==> config.mk <==
export PLATFORM = sky130hd
export DESIGN_NAME = aes_inv_sbox_seq
export DESIGN_NICKNAME = d
export VERILOG_FILES = /design/src/rtl/aes_gf_pkg.sv /design/src/rtl/aes_gf_mul.sv /design/src/rtl/aes_inv_sbox_seq.sv
export SDC_FILE = /design/constraint.sdc
export NUM_CORES = 1
export LEC_CHECK = 0
export ABC_AREA = 1
export CAP_MARGIN = 20
export CORE_MARGIN = 1.5
export CORE_UTILIZATION = 40
export CTS_BUF_LIST = sky130_fd_sc_hd__clkbuf_2
export CTS_CLUSTER_DIAMETER = 60
export DETAILED_ROUTE_END_ITERATION = 8
export SLEW_MARGIN = 20
export SYNTH_ARGS = -nofsm -noshare
export SYNTH_HDL_FRONTEND = slang
export SYNTH_SLANG_ARGS = --single-unit
==> constraint.sdc <==
create_clock -name clk -period 2.4 [get_ports clk]
set_clock_uncertainty 0.15 [all_clocks]
set_input_delay 0.72 -clock clk [delete_from_list [all_inputs] [get_ports clk]]
set_output_delay 0.72 -clock clk [all_outputs]
set_load 0.02 [all_outputs]
==> src/rtl/aes_gf_pkg.sv <==
// Shared GF(2^8) definitions for the AES inverse S-box engine and future
// MixColumns/InvMixColumns datapaths. Field polynomial is x^8+x^4+x^3+x+1.
package aes_gf_pkg;

   // Low byte of the field polynomial 0x11B; the x^8 term is implicit.
   localparam logic [7:0] AES_RED_POLY = 8'h1B;
   // Constant of the inverse affine transform.
   localparam logic [7:0] INV_AFFINE_C = 8'h05;
   // Square-and-multiply steps needed to reach b^254.
   localparam int unsigned EXP_ITERS = 7;

   typedef enum logic [1:0] {
      IDLE,
      EXP,
      DONE
   } aes_state_e;

   // Inverse affine transform: rotl(a,1) ^ rotl(a,3) ^ rotl(a,6) ^ 0x05.
   function automatic logic [7:0] inv_affine(input logic [7:0] a);
      logic [7:0] r1;
      logic [7:0] r3;
      logic [7:0] r6;
      r1 = {a[6:0], a[7]};
      r3 = {a[4:0], a[7:5]};
      r6 = {a[1:0], a[7:2]};
      return r1 ^ r3 ^ r6 ^ INV_AFFINE_C;
   endfunction

   // Carry-less 8x8 product (15 bits) reduced modulo 0x11B, high bit first.
   function automatic logic [7:0] gf_mul(input logic [7:0] a, input logic [7:0] b);
      logic [14:0] prod;
      prod = '0;
      for (int i = 0; i < 8; i++) begin
         if (b[i]) begin
            prod = prod ^ (15'(a) << i);
         end
      end
      for (int i = 14; i >= 8; i--) begin
         if (prod[i]) begin
            prod = prod ^ (15'({1'b1, AES_RED_POLY}) << (i - 8));
         end
      end
      return prod[7:0];
   endfunction

endpackage

==> src/rtl/aes_gf_mul.sv <==
// Combinational GF(2^8) multiplier over the AES field.
module aes_gf_mul
   import aes_gf_pkg::*;
(
   input  logic [7:0] a,
   input  logic [7:0] b,
   output logic [7:0] p
);

   // Product is a pure function of the two operands.
   always_comb begin
      p = gf_mul(a, b);
   end

endmodule

==> src/rtl/aes_inv_sbox_seq.sv <==
// Sequential AES inverse S-box: inverse affine on capture, then b^254 by
// seven square-and-multiply steps, result returned over a valid/ready port.
module aes_inv_sbox_seq
   import aes_gf_pkg::*;
(
   input  logic       clk,
   input  logic       rst_n,
   input  logic       in_valid,
   output logic       in_ready,
   input  logic [7:0] in_byte,
   output logic       out_valid,
   input  logic       out_ready,
   output logic [7:0] out_byte
);

   aes_state_e state;
   logic [7:0] sq;
   logic [7:0] acc;
   logic [2:0] cnt;
   logic [7:0] s2;
   logic [7:0] acc_next;

   // Squarer: sq -> sq^2 each EXP cycle.
   aes_gf_mul u_sqr (
      .a (sq),
      .b (sq),
      .p (s2)
   );

   // Accumulator multiplier folds the fresh square into the running product.
   aes_gf_mul u_acc (
      .a (acc),
      .b (s2),
      .p (acc_next)
   );

   // Control FSM with registered handshake outputs and datapath registers.
   always_ff @(posedge clk or negedge rst_n) begin
      if (!rst_n) begin
         state     <= IDLE;
         in_ready  <= 1'b1;
         out_valid <= 1'b0;
         out_byte  <= 8'h00;
         sq        <= 8'h00;
         acc       <= 8'h00;
         cnt       <= 3'd0;
      end else begin
         unique case (state)
            IDLE: begin
               if (in_valid && in_ready) begin
                  sq       <= inv_affine(in_byte);
                  acc      <= 8'h01;
                  cnt      <= 3'd0;
                  in_ready <= 1'b0;
                  state    <= EXP;
               end
            end
            EXP: begin
               sq  <= s2;
               acc <= acc_next;
               cnt <= cnt + 3'd1;
               // Last step: acc_next = b^(2+4+...+128) = b^-1 (0 maps to 0).
               if (cnt == 3'(EXP_ITERS - 1)) begin
                  out_byte  <= acc_next;
                  out_valid <= 1'b1;
                  state     <= DONE;
               end
            end
            DONE: begin
               if (out_ready) begin
                  out_valid <= 1'b0;
                  in_ready  <= 1'b1;
                  state     <= IDLE;
               end
            end
            default: begin
               out_valid <= 1'b0;
               in_ready  <= 1'b1;
               state     <= IDLE;
            end
         endcase
      end
   end

endmodule

==> results.md, run 1 <==
- Die area: 7960 um^2
- Met2 Routed Length: 4200 um
- Tcrit/Tclk final: 103%
- Tmin final: 2.48 ns
- Register area: 779 um^2
- Rows: 31
- Finished layout cell area: a little over 4000 um^2
- CTS Buf Count: 5
- Yosys warning total: 0
- Fmax: roughly 400 MHz
- Clk slew on worst S/H paths: 0.18 ns
- Multi-input logic area: 2300 um^2
- RSZ-0062 raised after global routing: yes
- Max-slew violation count: 0
- Hold_buf cts: 0
- Register area share after synthesis: between 20% and 30%
- Final Hold Vio Count: 0
- Ys async rst share: 100%
- Clk Latency, worst-skew pair: 0.37 ns
- Post-DR wirelength/cell: 13.7 um
- Netlist cell types: 39
- Starting Density: about two fifths
- Pin count of the biggest net entering global routing: 32
- Vias per Instance: around 4.8
- Fillers: a little under 700
- Worst setup SP type: register
- Dpl ws: -0.197 ns
- Syn Std Cell Area: a little under 3000 um^2
- Reg-to-Reg End: out_byte[5]
- Htree depth: 2
- Via count: 2,964
- Post-Route WL: between 8000 and 9000 um
- First drt pass iteration count: 5
- Die span in x: 89.2 um
- Post-synthesis instance total: roughly 450
- I/O pin cnt: 22
- CP endpoint: out_byte[5]
- Detail Route Antenna Nets: 0
- RePlAce Congestion: 0.877
- DIE HEIGHT: between 80 and 90 um
- Core ar.: 7210 um^2
- Crit. End Element: register
- Post-Syn Nets: 459
- Clock tree sinks: 31
- Post-synth EDFFs: 0
- DR WL met3: about 270 um
- Hpwl dp: between 6000 and 7000 um
- Total GRT Usage: 22.1%
- Beginning of the critical path: sq[6]
- DP Area: between 3000 and 4000 um^2
- CP Max Fanout: 6
- Final Net Count: 529
- Post-route setup slack: -0.0811 ns
- Outcome: complete, but fails checks
- Primary FF master, synth: dfrtp_1
- Layout cell share with drive strength beyond 1: roughly 33%
- Antenna Cells: 0
- Slew HR: roughly three quarters
- PortBufs: 21
- Max Root-Sink Buffers: 2
- Measured slew at the worst slew-check pin: about 0.4 ns
- Crit Path Class: register to register
- Layout area overhead: 39.0%
- Wl on met1: 3880 um
- Fin util: 57.3%
- GRT overflow: 0
- Synth Register Bits: 31
- Top Metal Used: met4
- Hold WC Path Type: register to register
- Initial antenna violation count: 0
- 1st-iter DRT viols: 124
- CTS root buf: clkbuf_2
- Vias in the first global route: between 2k and 3k
- FF-to-FF Start: sq[6]
- Register-to-register setup slack: -0.08 ns
- Arr. time, crit path: 2.66 ns
- Mean Syn Cell Area: 6.68 um^2
- Violated checks: setup timing
- CTS tree: done
- Worst Reg2Reg Path Length in Cells: 11
- MaxCap Viol Count: 0
- Sum Neg Setup Slack: -0.398 ns
- Worst Path Required: 2.58 ns
- # setup viols final: 11
- Drt drc: 0
- Wire length of the first global-routing pass: 13,500 um
-- per-stage QoR --
stage	hold WS (ns)	cells
CTS	0.352	611
floorplan	0.274	445
finish	0.348	615
detailed placement	0.320	594
global route	0.389	615
global placement	0.314	594
-- state kept, by name, summed over array words and instances (netlist names) --
name and flops:
acc 8, cnt 3, in_ready 1, out_byte 8, out_valid 1, sq 8
state 2
-- worst max-delay path: stages (launching register included) --
cell	delay, ns
dfrtp_2	0.52
buf_12	0.16
xor2_4	0.20
inv_2	0.10
buf_4	0.16
nor2_1	0.13
xor2_1	0.21
xor2_1	0.19
xor2_1	0.30
nand2b_4	0.20
nand3_2	0.06
nand2_1	0.06
-- worst min path at each step --
stage	from	end	slack (ns)	cells past startpoint
2_1_floorplan	rst_n	acc[0]	0.27	0
3_3_place_gp	out_byte[3]	out_byte[3]	0.31	2
3_5_place_dp	out_byte[3]	out_byte[3]	0.32	2
4_1_cts	in_ready	in_ready	0.35	2
5_1_grt	in_ready	in_ready	0.39	2
6_report	in_ready	in_ready	0.35	2
-- area by class of cell --
cell class                 count  share of cell area, %
multi-input combinational    344                   55.6
sequential                    31                   18.9
timing repair buffer          72                   15.8
inverter                      61                   5.78
tap                           99                   3.00
clock buffer                   5                  0.606
clock inverter                 3                  0.363
-- metal layers --
metal,up-vias,global-route usage (%)
met5,-,0
met4,0,7.55
met3,6,2.31
met2,62,37.0
met1,1394,29.8
li1,1502,-
-- synth_stat cells (2+ instances only) --
| master | number | area, um^2 |
|---|---|---|
| nand2_1 | 148 | 556 |
| inv_1 | 49 | 184 |
| nand3_1 | 43 | 215 |
| nor2_1 | 37 | 139 |
| xor2_1 | 33 | 289 |
| dfrtp_1 | 30 | 751 |
| xnor2_1 | 16 | 140 |
| o21ai_0 | 11 | 55.1 |
| inv_2 | 9 | 33.8 |
| nand2_2 | 9 | 56.3 |
| nand2_4 | 7 | 78.8 |
| clkbuf_1 | 4 | 15.0 |
| xor2_2 | 4 | 65.1 |
| a21oi_1 | 3 | 15.0 |
| nand3_2 | 3 | 30.0 |
| nand4_1 | 3 | 18.8 |
| nor2_2 | 3 | 18.8 |
| o221ai_1 | 3 | 26.3 |
| xnor2_2 | 3 | 48.8 |
| buf_2 | 2 | 10.0 |
| buf_6 | 2 | 22.5 |
| clkinv_1 | 2 | 7.51 |
| ha_1 | 2 | 25.0 |
| o211ai_1 | 2 | 15.0 |
| o21ai_1 | 2 | 10.0 |
| o22ai_1 | 2 | 12.5 |
-- cell families (layout without fill, tap and decap cells) --
family	after synthesis	in the layout	share of synthesized area (%)
AOI/OAI and AO/OA	26	26	5.35
adders and majority gates	2	2	0.842
buffers and inverters	70	141	9.64
and+or+nand+nor	259	259	38.8
DFF	31	31	26.1
xor gates and xnor gates	57	57	19.2
-- layout by cell type, fill, tap and decap left out, types with 4 or more instances in the layout --
cell / count
nor2_4: 5
nand2_1: 126
nand3_1: 28
buf_12: 4
o21ai_0: 10
inv_1: 46
clkdlybuf4s50_1: 20
inv_2: 9
xnor2_1: 11
inv_4: 4
nor2_1: 25
xor2_2: 12
clkbuf_2: 5
dfrtp_1: 28
nor2_2: 11
xnor2_2: 7
xor2_1: 24
nand2_4: 14
buf_4: 44
nand3_2: 15
nand2_2: 23
-- timing repair --
item,4_1_cts,5_1_grt
setup endpoints to repair,17,16
endpoints found under the hold margin,0,0
resized for setup,45,50
pin swaps,30,37
buffers inserted,9,4
Power of run 1 is left out: the tool's default activity adds up to more than one toggle a clock period on the data nets, which glitch-free logic cannot reach.
==> inputs of run 2 (changes only) <==
CTS_CLUSTER_SIZE = 20   (was default)
==> results of run 2 <==
Same layout as run 1: the final DEF is identical, and so are final timing and power.
Power of run 2 is left out for the same reason.
==> inputs of run 3 (changes only) <==
clock period = 3.2 ns   (was 2.4 ns; I/O delays follow)
==> run 3 against run 2 <==
Effect of this change: the flow now finishes without violations; register-to-register slack improved by 0.48 ns; sequential cell count did not move; non-clock buffer count shrank 48; setup slack better by 0.48 ns; cell area decreased by 20%; clock-buffer cell count increased by 2; cell count is 7.8% lower; core utilization down 11 points; sequential share of layout area grew 4.6 points; critical path type unchanged; highest routed layer unchanged.
==> results.md, run 3 (synthesized netlist as in run 1, its figures left out) <==
- DIE HEIGHT: 89.2 um (unchanged)
- Sum Neg Setup Slack: 0 ns (+0.398 ns)
- Clk slew on worst S/H paths: 0.17 ns (about the same)
- Final Net Count: 481 (-9.1%)
- Fmax: 357 MHz (-11%)
- CTS tree: done
- I/O pin cnt: 22 (unchanged)
- Crit-path max cell delay: 0.66 ns (+0.14 ns)
- Die span in x: 89.2 um (unchanged)
- Vias per Instance: 4.72 (-2.0%)
- CTS root buf: clkbuf_2
- Tcrit/Tclk final: 87.5% (-16 points)
- Antenna Cells: 0 (unchanged)
- CTS Buf Count: 5 (unchanged)
- Layout area overhead: 11.5%
- Post_cts resized: 0 (-100%)
- Final Hold Vio Count: 0 (unchanged)
- Crit path max-delay cell type: dfrtp_1
- Max-slew violation count: 0 (unchanged)
- # setup viols final: 0 (-11)
- Post-Route WL: 7430 um (-12%)
- Hpwl dp: 5840 um (-4.7%)
- Htree depth: 2 (unchanged)
- Outcome: complete, no violations
- Measured slew at the worst slew-check pin: 0.519 ns (+0.122 ns)
- Crit path cell chain: xor2_2 > nand3_2 > nand2_2 > nand2_1 > nand2_1 > nand3_1 > nand2_1 > nand2_1 > nand2_2 > xor2_1 > xor2_1 > o21ai_0
- Hold WC Path Type: register to register
- Vias in the first global route: 2,543 (-11%)
- Via count: 2,678 (-9.6%)
- Total GRT Usage: 20.6% (-1.5 points)
- First drt pass iteration count: 5 (unchanged)
- Arr. time, crit path: 2.89 ns (+0.23 ns)
- Initial antenna violation count: 0 (unchanged)
- CP most frequent cell: nand2_1
- Wire length of the first global-routing pass: 12,400 um (-7.5%)
- Worst Path Required: 3.28 ns (+0.70 ns)
- Clk Latency, worst-skew pair: 0.35 ns (-0.02 ns)
- Clock tree sinks: 31 (unchanged)
- CP Max Fanout: 11 (+5)
- Tmin final: 2.80 ns (+0.320 ns)
- Fin util: 45.9% (-11 points)
- Drt drc: 0 (unchanged)
- Crit. End Element: register
- Die area: 7960 um^2 (unchanged)
- Core ar.: 7210 um^2 (unchanged)
- Detail Route Antenna Nets: 0 (unchanged)
- PortBufs: 21 (unchanged)
- Commonest non-fill, non-tap cell in the layout: nand2_1
- Commonest non-fill, non-tap cells in the layout: nand2_1 (148), inv_1 (49), nand3_1 (43)
- Max Root-Sink Buffers: 2 (unchanged)
- RePlAce Congestion: 0.941 (+7.4%)
- RSZ-0062 raised after global routing: no
- Post-DR wirelength/cell: 13.1 um (-4.2%)
- Largest registers: acc: 8 flops, out_byte: 8 flops, sq: 8 flops
- MaxCap Viol Count: 0 (unchanged)
- GRT overflow: 0 (unchanged)
- Crit Path Class: register to register
- Hold_buf cts: 0 (unchanged)
- # Post-CTS Setup Buffers: 0 (-9)
- Layout cell share with drive strength beyond 1: 11.5% (-22 points)
- Rows: 31 (unchanged)
- Worst setup SP type: register
- 1st-iter DRT viols: 148 (+19%)
- Starting Density: 41.2% (unchanged)
- Pin count of the biggest net entering global routing: 32 (unchanged)
- Slew HR: 65.4% (-8.2 points)
run 3: cell types whose count changed in the layout (fill, tap and decap cells not counted), moves of 5 or more:
cell,change
buf_4,-41
nand2_1,+22
nand2_2,-14
nand2_4,-7
nand3_1,+15
nand3_2,-12
nor2_1,+12
nor2_2,-8
xnor2_1,+5
xor2_1,+9
xor2_2,-8
run 3: critical path, delay by kind of cell, from the launching register on:
family	cells	cell delay, ns
compound gates	1	0.12
xor+xnor	3	0.93
flops	1	0.66
simple gates	8	0.83
run 3: final cells by class:
class                      count  area (um^2)
fill                         771         3900
multi-input combinational    344         1910
clock inverter                 1         5.00
sequential                    31          777
inverter                      61          231
clock buffer                   7         35.0
tap                           99          124
timing repair buffer          24          233
run 3: path summary, 6_finish.rpt:
kind,startpoint,endpoint,slack (ns),depth (start not counted)
worst max-delay path,sq[5],out_byte[1],0.40,12
max in group asynchronous,rst_n,in_ready,1.75,2
worst max register to register,sq[5],out_byte[1],0.40,12
worst min register to register,in_ready,in_ready,0.35,2
min in group asynchronous,rst_n,state[1],0.82,2
worst min-delay path,in_ready,in_ready,0.35,2
run 3: through the flow:
stage | worst slack, ns | hold slack, ns | cell area (um^2) | cells
2_1_floorplan | 1.01 | 0.332 | 2970 | 445
3_5_place_dp | 0.431 | 0.319 | 3270 | 559
6_report | 0.399 | 0.348 | 3310 | 567
4_1_cts | 0.412 | 0.350 | 3310 | 567
3_3_place_gp | 0.489 | 0.313 | 3270 | 559
5_1_grt | 0.142 | 0.380 | 3310 | 567
run 3: layer usage:
layer | global-route usage (%) | vias up | share of wire [%]
met3 | 2.22 | 8 | 3.1
met5 | 0 | - | 0
li1 | - | 1412 | -
met2 | 34.2 | 45 | 48
met4 | 6.01 | 0 | 1.4
met1 | 28.4 | 1213 | 48
Power of run 3 is left out for the same reason.
